`config.mk`:
```
export PLATFORM = sky130hd
export DESIGN_NAME = det_result_buffer
export DESIGN_NICKNAME = d
export VERILOG_FILES = /design/src/rtl/hog_svm_pkg.sv /design/src/rtl/det_fifo.sv /design/src/rtl/det_result_buffer.sv
export SDC_FILE = /design/constraint.sdc
export NUM_CORES = 1
export LEC_CHECK = 0
export BUFFER_PORTS_ARGS = -buffer_cell sky130_fd_sc_hd__buf_2
export CELL_PAD_IN_SITES_DETAIL_PLACEMENT = 1
export CELL_PAD_IN_SITES_GLOBAL_PLACEMENT = 2
export CORE_MARGIN = 8
export CORE_UTILIZATION = 49
export CTS_CLUSTER_DIAMETER = 50
export CTS_CLUSTER_SIZE = 30
export DETAILED_ROUTE_END_ITERATION = 16
export GPL_ROUTABILITY_DRIVEN = 0
export PLACE_DENSITY = 0.84
export SLEW_MARGIN = 25
export SYNTH_ARGS = -nofsm -noshare
export SYNTH_HDL_FRONTEND = slang
export SYNTH_SLANG_ARGS = --single-unit
```
`constraint.sdc`:
```
create_clock -name clk -period 11 [get_ports clk]
set_input_delay 2.2 -clock clk [delete_from_list [all_inputs] [get_ports clk]]
set_output_delay 2.2 -clock clk [all_outputs]
set_load 0.01 [all_outputs]
```
`src/rtl/hog_svm_pkg.sv`:
```
// Shared encodings and width helpers for the
// SVM detection result path.
package hog_svm_pkg;

    typedef enum logic [1:0] {
        LED_OFF    = 2'd0,
        LED_FRAME  = 2'd1,
        LED_HOLD   = 2'd2,
        LED_TOGGLE = 2'd3
    } led_mode_e;

    function automatic int clog2(input int n);
        int r;
        r = 0;
        while ((1 << r) < n) r++;
        return r;
    endfunction

    function automatic int ch_w(input int n_ch);
        return (n_ch > 1) ? clog2(n_ch) : 1;
    endfunction

    function automatic int ENT_W(input int n_ch, input int sw_w);
        return ch_w(n_ch) + 1 + sw_w;
    endfunction

endpackage

```
`src/rtl/det_fifo.sv`:
```
// Synchronous show-ahead FIFO; the head entry is visible
// on rdata whenever empty is low.
module det_fifo
    import hog_svm_pkg::*;
#(
    parameter int W     = 8,
    parameter int DEPTH = 16
) (
    input  logic         clk,
    input  logic         rst,
    input  logic         push,
    input  logic [W-1:0] wdata,
    input  logic         pop,
    output logic [W-1:0] rdata,
    output logic         full,
    output logic         empty
);

    localparam int AW = clog2(DEPTH);

    logic [AW:0]  wr_ptr;
    logic [AW:0]  rd_ptr;
    logic [W-1:0] mem [DEPTH];
    logic         do_push;
    logic         do_pop;

    // Extra pointer MSB separates full from empty.
    assign full    = (wr_ptr[AW] != rd_ptr[AW]) &&
                     (wr_ptr[AW-1:0] == rd_ptr[AW-1:0]);
    assign empty   = (wr_ptr == rd_ptr);
    assign do_push = push && !full;
    assign do_pop  = pop && !empty;
    assign rdata   = mem[rd_ptr[AW-1:0]];

    always_ff @(posedge clk or negedge rst) begin
        if (!rst) begin
            wr_ptr <= '0;
            rd_ptr <= '0;
        end else begin
            if (do_push) wr_ptr <= wr_ptr + (AW+1)'(1);
            if (do_pop)  rd_ptr <= rd_ptr + (AW+1)'(1);
        end
    end

    always_ff @(posedge clk) begin
        if (do_push) mem[wr_ptr[AW-1:0]] <= wdata;
    end

endmodule

```
`src/rtl/det_result_buffer.sv`:
```
// Collects per-channel SVM results, queues them for the host,
// counts positives per frame and drives the status LED.
module det_result_buffer #(
    parameter int N_CH     = 2,
    parameter int SW_W     = 11,
    parameter int DEPTH    = 16,
    parameter int CNT_W    = 12,
    parameter int HOLD_W   = 24,
    parameter int LED_HOLD = 12500000
) (
    input  logic                               clk,
    input  logic                               rst,
    input  logic [N_CH-1:0]                    i_valid,
    input  logic [N_CH-1:0]                    i_person,
    input  logic [N_CH*SW_W-1:0]               i_sw_id,
    input  logic                               store_all,
    input  logic [1:0]                         led_mode,
    input  logic                               frame_end,
    input  logic                               clr_ovf,
    output logic                               o_valid,
    input  logic                               o_ready,
    output logic [hog_svm_pkg::ch_w(N_CH)-1:0] o_ch,
    output logic                               o_person,
    output logic [SW_W-1:0]                    o_sw_id,
    output logic [CNT_W-1:0]                   frame_cnt,
    output logic                               o_ovf,
    output logic                               led
);

    localparam int CH_W  = hog_svm_pkg::ch_w(N_CH);
    localparam int EW    = hog_svm_pkg::ENT_W(N_CH, SW_W);
    localparam int SUM_W = CNT_W + 4;

    logic [N_CH-1:0]   pend_v, pend_p, cap, gnt, drop, load;
    logic [SW_W-1:0]   pend_id [N_CH];
    logic [CH_W-1:0]   rr_ptr, gnt_idx, hi_idx, lo_idx;
    logic              hi_any, lo_any, gnt_any;
    logic              fifo_full, fifo_empty;
    logic [EW-1:0]     push_data, head;
    logic [3:0]        inc;
    logic              any_pos;
    logic [SUM_W-1:0]  sum;
    logic [CNT_W-1:0]  run_cnt, cnt_next, frame_next;
    logic [HOLD_W-1:0] timer, timer_next;
    logic              tog, tog_next, led_next;

    // Round robin: first pending at/after rr_ptr, else lowest.
    always_comb begin
        hi_any = 1'b0;
        lo_any = 1'b0;
        hi_idx = '0;
        lo_idx = '0;
        for (int c = N_CH - 1; c >= 0; c--) begin
            if (pend_v[c]) begin
                lo_any = 1'b1;
                lo_idx = CH_W'(c);
                if (c >= int'(rr_ptr)) begin
                    hi_any = 1'b1;
                    hi_idx = CH_W'(c);
                end
            end
        end
        gnt_any = !fifo_full && lo_any;
        gnt_idx = hi_any ? hi_idx : lo_idx;
    end

    always_comb begin
        cap  = '0;
        gnt  = '0;
        drop = '0;
        load = '0;
        inc  = '0;
        for (int c = 0; c < N_CH; c++) begin
            cap[c]  = i_valid[c] & (i_person[c] | store_all);
            gnt[c]  = gnt_any && (gnt_idx == CH_W'(c));
            drop[c] = cap[c] & pend_v[c] & ~gnt[c];
            load[c] = cap[c] & ~drop[c];
            if (load[c] && i_person[c]) inc = inc + 4'd1;
        end
        any_pos = (inc != 4'd0);
    end

    always_ff @(posedge clk or negedge rst) begin
        if (!rst) begin
            pend_v <= '0;
            pend_p <= '0;
            rr_ptr <= '0;
            for (int c = 0; c < N_CH; c++) pend_id[c] <= '0;
        end else begin
            for (int c = 0; c < N_CH; c++) begin
                if (load[c]) begin
                    pend_v[c]  <= 1'b1;
                    pend_p[c]  <= i_person[c];
                    pend_id[c] <= i_sw_id[c*SW_W +: SW_W];
                end else if (gnt[c]) begin
                    pend_v[c] <= 1'b0;
                end
            end
            if (gnt_any)
                rr_ptr <= (int'(gnt_idx) == N_CH - 1) ? '0 : gnt_idx + 1'b1;
        end
    end

    assign push_data = {gnt_idx, pend_p[gnt_idx], pend_id[gnt_idx]};

    det_fifo #(
        .W     (EW),
        .DEPTH (DEPTH)
    ) u_fifo (
        .clk   (clk),
        .rst   (rst),
        .push  (gnt_any),
        .wdata (push_data),
        .pop   (o_valid & o_ready),
        .rdata (head),
        .full  (fifo_full),
        .empty (fifo_empty)
    );

    // Head fields are masked so the stream reads all-zero when idle.
    assign o_valid  = !fifo_empty;
    assign o_ch     = o_valid ? head[EW-1 -: CH_W] : '0;
    assign o_person = o_valid & head[SW_W];
    assign o_sw_id  = o_valid ? head[SW_W-1:0] : '0;

    assign sum        = SUM_W'(run_cnt) + SUM_W'(inc);
    assign cnt_next   = (sum[SUM_W-1:CNT_W] != '0) ? '1 : sum[CNT_W-1:0];
    assign frame_next = frame_end ? cnt_next : frame_cnt;

    always_comb begin
        timer_next = timer;
        tog_next   = tog;
        led_next   = 1'b0;
        if (any_pos && led_mode == hog_svm_pkg::LED_HOLD)
            timer_next = HOLD_W'(LED_HOLD);
        else if (timer != '0)
            timer_next = timer - 1'b1;
        if (any_pos && led_mode == hog_svm_pkg::LED_TOGGLE)
            tog_next = ~tog;
        unique case (1'b1)
            led_mode == hog_svm_pkg::LED_FRAME:  led_next = (frame_next != '0);
            led_mode == hog_svm_pkg::LED_HOLD:   led_next = (timer_next != '0);
            led_mode == hog_svm_pkg::LED_TOGGLE: led_next = tog_next;
            default:                             led_next = 1'b0;
        endcase
    end

    always_ff @(posedge clk or negedge rst) begin
        if (!rst) begin
            run_cnt   <= '0;
            frame_cnt <= '0;
            o_ovf     <= 1'b0;
            timer     <= '0;
            tog       <= 1'b0;
            led       <= 1'b0;
        end else begin
            run_cnt   <= frame_end ? '0 : cnt_next;
            frame_cnt <= frame_next;
            if (|drop)
                o_ovf <= 1'b1;
            else if (clr_ovf)
                o_ovf <= 1'b0;
            timer <= timer_next;
            tog   <= tog_next;
            led   <= led_next;
        end
    end

endmodule

```
* Word level (Yosys, flattened, before mapping) *
Memory sizes are Yosys's and may differ from the RTL's.
Index checks and enable logic that the tools add are counted.

cells by class
  muxes and demuxes = 33
  $lt $le $gt $ge = 3
  bitwise gates (word level) = 19
  $add $sub $neg = 6
  eq/ne operators = 6
  reduce and logical (&&, ||, !) cells = 21

operators with widths
  cell                                                       count
  2-to-1 mux 24 bit                                          2
  nonzero test 24 bit                                        2
  2-to-1 mux 11 bit                                          4
  2-to-1 mux 12 bit                                          3
  subtractor 24 x 1 -> 24 bit (second input constant)        1
  2-to-1 mux 1 bit                                           22
  adder 12 x 4 -> 13 bit                                     1
  nonzero test 12 bit                                        1
  adder 5 x 1 -> 5 bit (second input constant)               2
  bitwise AND 1 bit                                          10
  logical AND 1 bit                                          10
  nonzero test 4 bit                                         2
  inverter 1 bit                                             6
  nonzero test 2 bit                                         3
  equality test 5 bit                                        1
  adder 4 x 1 -> 4 bit (second input constant)               1
  equality test 2 bit (second input constant)                2
  equality test 4 bit                                        1
  2-to-1 mux 4 bit                                           1
  case mux 1 bit (3 select lines)                            1
  equality test 2 x 1 -> 1 bit (second input constant)       1
  greater-or-equal comparator 2 bit (second input constant)  1
  zero test 1 bit                                            2
  < comparator 1 x 2 -> 1 bit (second input constant)        1
  other kinds (6)                                            7

storage, ports and cells
  bits in writable memories = 208
  register bits after elaboration = 88
  logic and storage cells = 104
  output and inout bits = 28
  memories = 1

memory list
  memory      depth  bits a word  read ports  clocked after memory_dff  write ports  RTL line        source
  u_fifo.mem  16     13           1           0                         1            det_fifo.sv:23  logic [W-1:0] mem [DEPTH];

* Longest topological paths before layout *
Gate-level depths: netlist of the first run.

  depth after elaboration = 20
  gate-level depth with buffers = 22
  mapped depth without buffers = 20

* Cells and area by module *
A second synthesis of the first run with hierarchy kept.

unflattened totals
  cells, all modules = 848
  area, all modules = 12689.7 um2

modules (own cells, without submodules)
  module             area each (um2)  cells an instance  instances
  det_fifo           8518.2           403                1
  det_result_buffer  4171.5           445                1

* Worst setup path after synthesis of the first run *
OpenSTA, ideal clock, no wires.

  path type = input port to flip-flop
  from = input port i_person[0]
  to = register led
  library setup time = 0.133 ns
  cell stages on the path = 17
  arrival = 5.581 ns
  path slack = 5.286 ns
  path buffers = 1
  cell sequence = o21ai_0 -> nor2b_1 -> clkbuf_1 -> nand2_1 -> inv_1 -> ha_1 -> ha_1 -> inv_1 -> fa_1 -> nor2b_1 -> and3_1 -> nand3_1 -> mux2_2 -> mux2_2 -> or4_1 -> nor3_1 -> o32ai_2

on the way
  cells in the longest elaborated chain, start to end = 16

RTL lines
  item                               RTL line                  source
  start, declared                    det_result_buffer.sv:14   input logic [N_CH-1:0] i_person,
  bitwise OR 1 bit                   det_result_buffer.sv:74   cap[c] = i_valid[c] & (i_person[c] | store_all);
  bitwise AND 1 bit                  det_result_buffer.sv:74
  bitwise AND 1 bit (2 in series)    det_result_buffer.sv:76   drop[c] = cap[c] & pend_v[c] & ~gnt[c];
  inverter 1 bit                     det_result_buffer.sv:77   load[c] = cap[c] & ~drop[c];
  bitwise AND 1 bit                  det_result_buffer.sv:77
  logical AND 1 bit *                det_result_buffer.sv:78   if (load[c] && i_person[c]) inc = inc + 4'd1;
  2-to-1 mux 1 bit *                 det_result_buffer.sv:78
  adder 4 x 1 -> 4 bit               det_result_buffer.sv:78
  2-to-1 mux 4 bit *                 det_result_buffer.sv:78
  adder 12 x 4 -> 13 bit *           det_result_buffer.sv:126  assign sum = SUM_W'(run_cnt) + SUM_W'(inc);
  nonzero test 4 bit                 det_result_buffer.sv:127  assign cnt_next = (sum[SUM_W-1:CNT_W] != '0) ? '1 : sum[CNT_W-1:0];
  2-to-1 mux 12 bit *                det_result_buffer.sv:127
  2-to-1 mux 12 bit *                det_result_buffer.sv:128  assign frame_next = frame_end ? cnt_next : frame_cnt;
  net frame_next[10]                 det_result_buffer.sv:43   logic [CNT_W-1:0] run_cnt, cnt_next, frame_next;
  nonzero test 12 bit *              det_result_buffer.sv:141  led_mode == hog_svm_pkg::LED_FRAME: led_next = (frame_next != '0);
  case mux 1 bit (3 select lines) *  det_result_buffer.sv:140  unique case (1'b1)
  net led_next                       det_result_buffer.sv:45   logic tog, tog_next, led_next;
  end signal, assigned               det_result_buffer.sv:165  led <= led_next;
  end, declared                      det_result_buffer.sv:27   output logic led

The timed path passes the listed nets; every way through them passes the cells marked *.
A chain may end at the register's enable or synchronous reset.

* Worst setup path after layout of the first run *
Ends and elaborated chain as after synthesis.

==> out/metrics.cfg, run 1 <==
[outcome]
status = finished, final reports clean

[yosys]
synth_compound_area_share_pct = 2.902
syn_area_per_cell_um2 = 15.89
synth_area_leaders = edfxtp_1 50%, dfrtp_1 18%, mux4_2 12%
yosysMostFrequentCell = edfxtp_1
synth_simple_gate_area_share_pct = 9.420
synth_fa_ha_area_share_pct = 1.265
synth_top_family_by_area = multiplexers
syn-cell-area_um2 = 12460
synth_fp_nets = 830
synth_edf_count = 208
ys_types = 51
seq_area_frac_synth_pct = 67.80
synth_area_leader_cell = edfxtp_1
ys_warn_count = 0
async_reset_ff_share_pct = 29.73
postSynthCellCount = 784
synthTopCellsByCount = 208 x edfxtp_1, 88 x dfrtp_1, 65 x mux4_2, 65 x nand2_1, 56 x nor2_1
yosys.area.top_type_share_pct = 50.13
synthXorXnorAreaFrac_pct = 2.320
synth-main-ff-cell = edfxtp_1
synth_seq_cells = 296
synth_mux_area_share_pct = 14.42

[job]
drv_cap = 0

[power]
power_leakage_nw = 5.039
p_int_mw = 2.579
clockPowerShare_pct = 26.5
switching_share_pct = 32.97
power_switching_mw = 1.269
ir_worst_vdd_mv = 0.1582
comb_power_share_pct = 30.0
pwr-share-seq_pct = 43.5
power.density_nw_per_um2 = 271.5

[timing]
fin_crit_ns = 5.771
hold_viol_final = 0
finalSetupViolations = 0
rsz0062_at_grt = no
clock_skew_ns = 0.01421
tns_ns = 0
worstMarginPinSlew_ns = 1.097
maxSlewHeadroom_pct = 26.81
fmax_mhz = 173.3
maxSlewViolCount = 0
fin_crit_sh_pct = 52.46

[cts]
clkLatencyLatePin_ns = 0.55
cts_tree = built
cts_root_buf = clkbuf_16
htreeDepth = 1
cts_buffers = 28
ctsLongestPathBuffers = 3
cts_resized = 0
post_cts_buffers = 0
hold_buffers = 0
path_clk_slew_ns = 0.06
cts.sinks = 296

[routing]
wl_per_cell_um = 25.84
drt_iter0_drc = 521
drc_errors = 0
vias_per_cell = 5.877
wl_um = 30980
ant_nets = 0
first_pass_iters = 4
num_vias = 7047

[floorplanning]
num_io_pins = 62
dieHeight_um = 175.5
rows = 58
die-area_um2 = 30790
die_x_um = 175.5
core_um2 = 25110
start_util_pct = 49.62

[worst_setup_path]
arrival_ns = 6.19
start_kind = input pin
critical_path_peak_fanout = 13
endpoint_kind = flip-flop
cp_data_required_time_ns = 11.42
worstSetupPathType = input pin to flip-flop

[final_layout]
drive_gt1_share_pct = 27.39
fin_util_pct = 56.43
layout.nets = 893
fillCellCount = 2395
area_growth_pct = 13.73
diodes = 0

[placement]
post-dp-hpwl_um = 19170
io_buffer_count = 61

[grt]
top_usage_layer = met2
grt_pass1_wl_um = 47660
grtUsageTotal_pct = 20.39
antenna_found_initial = 1
met1_usage_pct = 25.51
grt_pass1_vias = 7923
grt.met2_usage_pct = 36.22
use_met3_pct = 3.157
grt_overflow = 0
grt_start_max_net_pins = 70

[worst_hold_path]
min-delay-path-class = flip-flop to flip-flop

-- flip-flops by register name, indices dropped and copies added (netlist names) --
| register | cells |
|---|---|
| o_ovf | 1 |
| u_fifo.mem | 208 |
| run_cnt | 12 |
| pend_id | 22 |
| u_fifo.wr_ptr | 5 |
| u_fifo.rd_ptr | 5 |
| tog | 1 |
| timer | 24 |
| frame_cnt | 12 |
| pend_v | 2 |
| pend_p | 2 |
| led | 1 |
| rr_ptr | 1 |
-- worst paths after layout --
kind	startpoint	endpoint	slack (ns)	cells after the start
hold / removal	tog$_DFF_PN0_	tog$_DFF_PN0_	0.48	1
setup / recovery	i_person[0]	led$_DFF_PN0_	5.23	17
setup reg to reg	u_fifo.rd_ptr[3]$_DFFE_PN0P_	led$_DFF_PN0_	5.24	19
hold reg to reg	tog$_DFF_PN0_	tog$_DFF_PN0_	0.48	1
min in group asynchronous	rst	timer[6]$_DFF_PN0_	1.53	1
max in group asynchronous	rst	pend_id[6]$_DFFE_PN0N_	8.30	2
-- final cells by class --
class / count / area (um^2) / share of cell area, %
inverter: 21 / 78.83 / 0.5563
timing repair buffer: 71 / 382.9 / 2.702
clock inverter: 17 / 221.5 / 1.563
sequential: 296 / 8453 / 59.66
tap: 330 / 412.9 / 2.914
multi-input combinational: 429 / 3874 / 27.34
clock buffer: 35 / 747.0 / 5.272
-- power by group through the flow --
stage | clock network, mW | logic, mW | registers, mW
after floorplan | 0 | 0.832 | 1.58
after global placement | 0 | 1.09 | 1.67
after detailed placement | 0 | 1.14 | 1.69
after CTS | 1.04 | 1.17 | 1.68
after global routing | 1.07 | 1.24 | 1.70
final | 1.02 | 1.15 | 1.67
-- worst max-delay path, stage by stage --
cell and delay [ns]:
buf_2 0.10, o21ai_0 0.17, nor2b_2 0.61, nand2_1 0.21
inv_1 0.10, ha_1 0.13, ha_1 0.15, inv_1 0.06
fa_1 0.40, nor2b_1 0.31, and3_1 0.28, nand3_1 0.12
mux2_2 0.30, mux2_2 0.27, or4_1 0.41, nor3_1 0.26
o32ai_2 0.11
-- routing by layer --
layer  part of all wire (%)  vias up  wire length (um)
met4                    2.5        2               774
met2                     52      199             16080
li1                       -     3107                 -
met3                    4.9       50              1507
met1                     41     3689             12610
met5                  0.042        -                13
-- metrics by stage --
step | total power, mW | setup WS (ns) | std cells | area, um^2 | hold slack [ns]
floorplan | 2.414 | 5.286 | 784 | 12460 | 0.4317
global placement | 2.759 | 4.430 | 1147 | 13180 | 0.4454
detailed placement | 2.838 | 4.642 | 1147 | 13180 | 0.4602
CTS | 3.883 | 5.151 | 1199 | 14150 | 0.4865
global route | 4.016 | 4.904 | 1199 | 14170 | 0.5012
finish | 3.847 | 5.229 | 1199 | 14170 | 0.4824
-- layout by cell type (no fill, tap or decap), drive strengths merged, types with 11 or more instances in the layout --
master	instances
a21oi	17
buf	71
clkbuf	35
dfrtp	88
edfxtp	208
ha	11
inv	28
mux2	26
mux4	65
nand2	65
nor2	56
nor2b	19
nor3	16
nor4	14
o21ai	15
or3	11
xnor2	22
xor2	11
-- kinds of logic (layout without fill, tap and decap cells) --
kind of cell               count (synthesis)  in the layout
xor gates and xnor gates                  33             33
buffers and inverters                     59            144
muxes                                     95             95
DFF                                      296            296
adders and majority gates                 12             12
and+or+nand+nor                          232            232
AOI/OAI and AO/OA                         57             57
(Power assumes the default switching activity.)
==> run 2, diff against run 1 <==
--- a/config.mk
+++ b/config.mk
@@ -9,12 +9,12 @@
 export CELL_PAD_IN_SITES_DETAIL_PLACEMENT = 1
 export CELL_PAD_IN_SITES_GLOBAL_PLACEMENT = 2
 export CORE_MARGIN = 8
-export CORE_UTILIZATION = 49
+export CORE_UTILIZATION = 41
 export CTS_CLUSTER_DIAMETER = 50
 export CTS_CLUSTER_SIZE = 30
 export DETAILED_ROUTE_END_ITERATION = 16
 export GPL_ROUTABILITY_DRIVEN = 0
-export PLACE_DENSITY = 0.84
+export PLACE_DENSITY = 0.74
 export SLEW_MARGIN = 25
 export SYNTH_ARGS = -nofsm -noshare
 export SYNTH_HDL_FRONTEND = slang
==> constraint.sdc (replaced) <==
create_clock -name clk -period 4.91 [get_ports clk]
set_input_delay 0.982 -clock clk [delete_from_list [all_inputs] [get_ports clk]]
set_output_delay 0.982 -clock clk [all_outputs]
set_load 0.01 [all_outputs]
==> run 2 against run 1 <==
  * Via count fell by 2.2%
  * Combinational power up 130%
  * Register-to-register slack got worse by 4.9 ns
  * Global-route usage is 3.9 points lower
  * Count of clock-buffer cells in the layout down 2
  * Final cell count up 6.4%
  * First-iteration DRC count down 12%
  * Total power is 130% higher
  * Critical path depth increased by 2
  * Critical path type is now flip-flop to flip-flop
==> out/metrics.cfg, run 2 (synthesis gave the netlist of run 1 again) <==
[worst_setup_path]
r2r_start = u_fifo.wr_ptr[0]$_DFFE_PN0P_  ; was u_fifo.rd_ptr[3]$_DFFE_PN0P_
critical_path_peak_fanout = 5  ; was 13
worstSetupPathType = flip-flop to flip-flop  ; was input pin to flip-flop
critPathLaunch = u_fifo.wr_ptr[0]$_DFFE_PN0P_  ; was i_person[0]
start_kind = flip-flop  ; was input pin
cp_data_required_time_ns = 5.33  ; was 11.42 ns
arrival_ns = 4.96  ; was 6.19 ns
endpoint_kind = flip-flop  ; unchanged
rrSetupSlack_ns = 0.37  ; was 5.24 ns
regToRegEndpoint = led$_DFF_PN0_  ; unchanged
endpoint = led$_DFF_PN0_  ; unchanged
r2r_cells = 19  ; unchanged

[cts]
post_cts_buffers = 0  ; unchanged
cts_tree = built  ; unchanged
cts_root_buf = clkbuf_16  ; unchanged
cts_buffers = 30  ; was 28
cts_resized = 0  ; unchanged
clkLatencyLatePin_ns = 0.55  ; about the same
hold_buffers = 0  ; unchanged
cts.sinks = 296  ; unchanged
htreeDepth = 1  ; unchanged
path_clk_slew_ns = 0.07  ; was 0.06 ns
ctsLongestPathBuffers = 3  ; unchanged

[power]
power.total_mw = 8.699  ; was 3.847 mW
power.density_nw_per_um2 = 605.0  ; was 271.5 nW/um^2
ir_worst_vdd_mv = 0.3172  ; was 0.1582 mV
power_leakage_nw = 5.113  ; was 5.039 nW

[timing]
rsz0062_at_grt = no  ; unchanged
tns_ns = 0  ; unchanged
fmax_mhz = 220.3
fin_crit_sh_pct = 92.46
fin_crit_ns = 4.540
maxSlewHeadroom_pct = 28.88  ; was 26.81%
finalSetupViolations = 0  ; unchanged
clock_skew_ns = 0.01676  ; was 0.01421 ns
maxSlewViolCount = 0  ; unchanged
hold_viol_final = 0  ; unchanged
worstMarginPinSlew_ns = 1.066  ; was 1.097 ns

[final_layout]
final_cell_mix = 208 x edfxtp_1, 86 x dfrtp_1, 65 x nand2_1, 65 x mux4_2, 60 x buf_2  ; unchanged
diodes = 0  ; unchanged
area_growth_pct = 15.39  ; was 13.73%
multiInputGateArea_um2 = 3859  ; was 3874 um^2
seq_area_um2 = 8453  ; unchanged
final_common_cell = edfxtp_1  ; unchanged
fillCellCount = 2962  ; was 2395
largest_register_ffs = 208  ; unchanged
layout.nets = 902  ; was 893
drive_gt1_share_pct = 28.07  ; was 27.39%

[grt]
grt_pass1_wl_um = 46140  ; was 47660 um
grt_start_max_net_pins = 56  ; was 70
grt_pass1_vias = 7648  ; was 7923
antenna_found_initial = 1  ; unchanged
grtUsageTotal_pct = 16.47  ; was 20.39%
grt_overflow = 0  ; unchanged

[floorplanning]
start_util_pct = 41.16  ; was 49.62%
rows = 64  ; was 58
core_um2 = 30270  ; was 25110 um^2
die-area_um2 = 36220  ; was 30790 um^2
num_io_pins = 62  ; unchanged
dieHeight_um = 190.3  ; was 175.5 um
die_x_um = 190.3  ; was 175.5 um

[routing]
ant_nets = 0  ; unchanged
num_vias = 6889  ; was 7047
drc_errors = 0  ; unchanged
first_pass_iters = 4  ; unchanged
vias_per_cell = 5.399  ; was 5.877
wl_per_cell_um = 23.27  ; was 25.84 um
wl_um = 29690  ; was 30980 um
drt_iter0_drc = 458  ; was 521

[worst_hold_path]
whs_path_depth = 1  ; unchanged
min-delay-path-class = flip-flop to flip-flop  ; unchanged

[placement]
post-dp-hpwl_um = 18860  ; was 19170 um
io_buffer_count = 61  ; unchanged

[outcome]
status = finished, final reports clean  ; unchanged

[job]
drv_cap = 0  ; unchanged

==> run 2: layout make-up <==
cell class,instances,area share (%)
clock buffer,33,5.300
clock inverter,23,2.019
inverter,21,0.5483
multi-input combinational,429,26.84
sequential,296,58.79
tap,396,3.446
timing repair buffer,78,3.055
==> run 2: metal layers <==
| layer | vias to the layer above | track usage (%) | part of all wire [%] |
|---|---|---|---|
| li1 | 3140 | - | - |
| met1 | 3560 | 21.98 | 44 |
| met2 | 147 | 28.33 | 50 |
| met3 | 40 | 2.359 | 4.2 |
| met5 | - | 0 | 0.027 |
| met4 | 2 | 3.580 | 1.6 |
==> run 2: how the worst min path moves through the flow <==
stage	from	to	slack, ns
after floorplan	tog$_DFF_PN0_	tog$_DFF_PN0_	0.43
after global placement	tog$_DFF_PN0_	tog$_DFF_PN0_	0.45
after detailed placement	tog$_DFF_PN0_	tog$_DFF_PN0_	0.47
after CTS	tog$_DFF_PN0_	tog$_DFF_PN0_	0.48
after global routing	tog$_DFF_PN0_	tog$_DFF_PN0_	0.49
final	tog$_DFF_PN0_	tog$_DFF_PN0_	0.47
==> run 2: worst max-delay path, stage by stage, from the launching register on <==
cell and delay, ns:
dfrtp_1 0.45, xnor2_1 0.18, nand4_1 0.14, nor2b_1 0.28, o21ai_0 0.21, nor2b_1 0.19, nand2_1 0.14, inv_1 0.06
ha_1 0.28, ha_1 0.18, inv_1 0.06, fa_1 0.40, nor2b_1 0.19, and3_1 0.25, nand3_1 0.10, mux2_2 0.29
mux2_2 0.27, or4_1 0.40, nor3_1 0.23, o32ai_2 0.10
==> run 2: per-stage QoR <==
step | instances | util (%) | setup slack, ns | hold slack [ns] | area [um^2]
3_5_place_dp | 1220 | 44.02 | 0.3008 | 0.4685 | 13330
3_3_place_gp | 1220 | 43.98 | 0.4462 | 0.4467 | 13310
2_1_floorplan | 784 | - | 0.2648 | 0.4317 | 12460
6_report | 1276 | 47.50 | 0.3700 | 0.4740 | 14380
4_1_cts | 1276 | 47.50 | 0.3574 | 0.4812 | 14380
5_1_grt | 1276 | 47.50 | 0.03191 | 0.4884 | 14380
==> run 2: power by group <==
part           switching, mW  total, mW  internal, mW
logic                   1.55       2.69          1.14
clock network           1.02       2.39          1.37
registers              0.223       3.62          3.39
total                   2.80       8.70          5.90
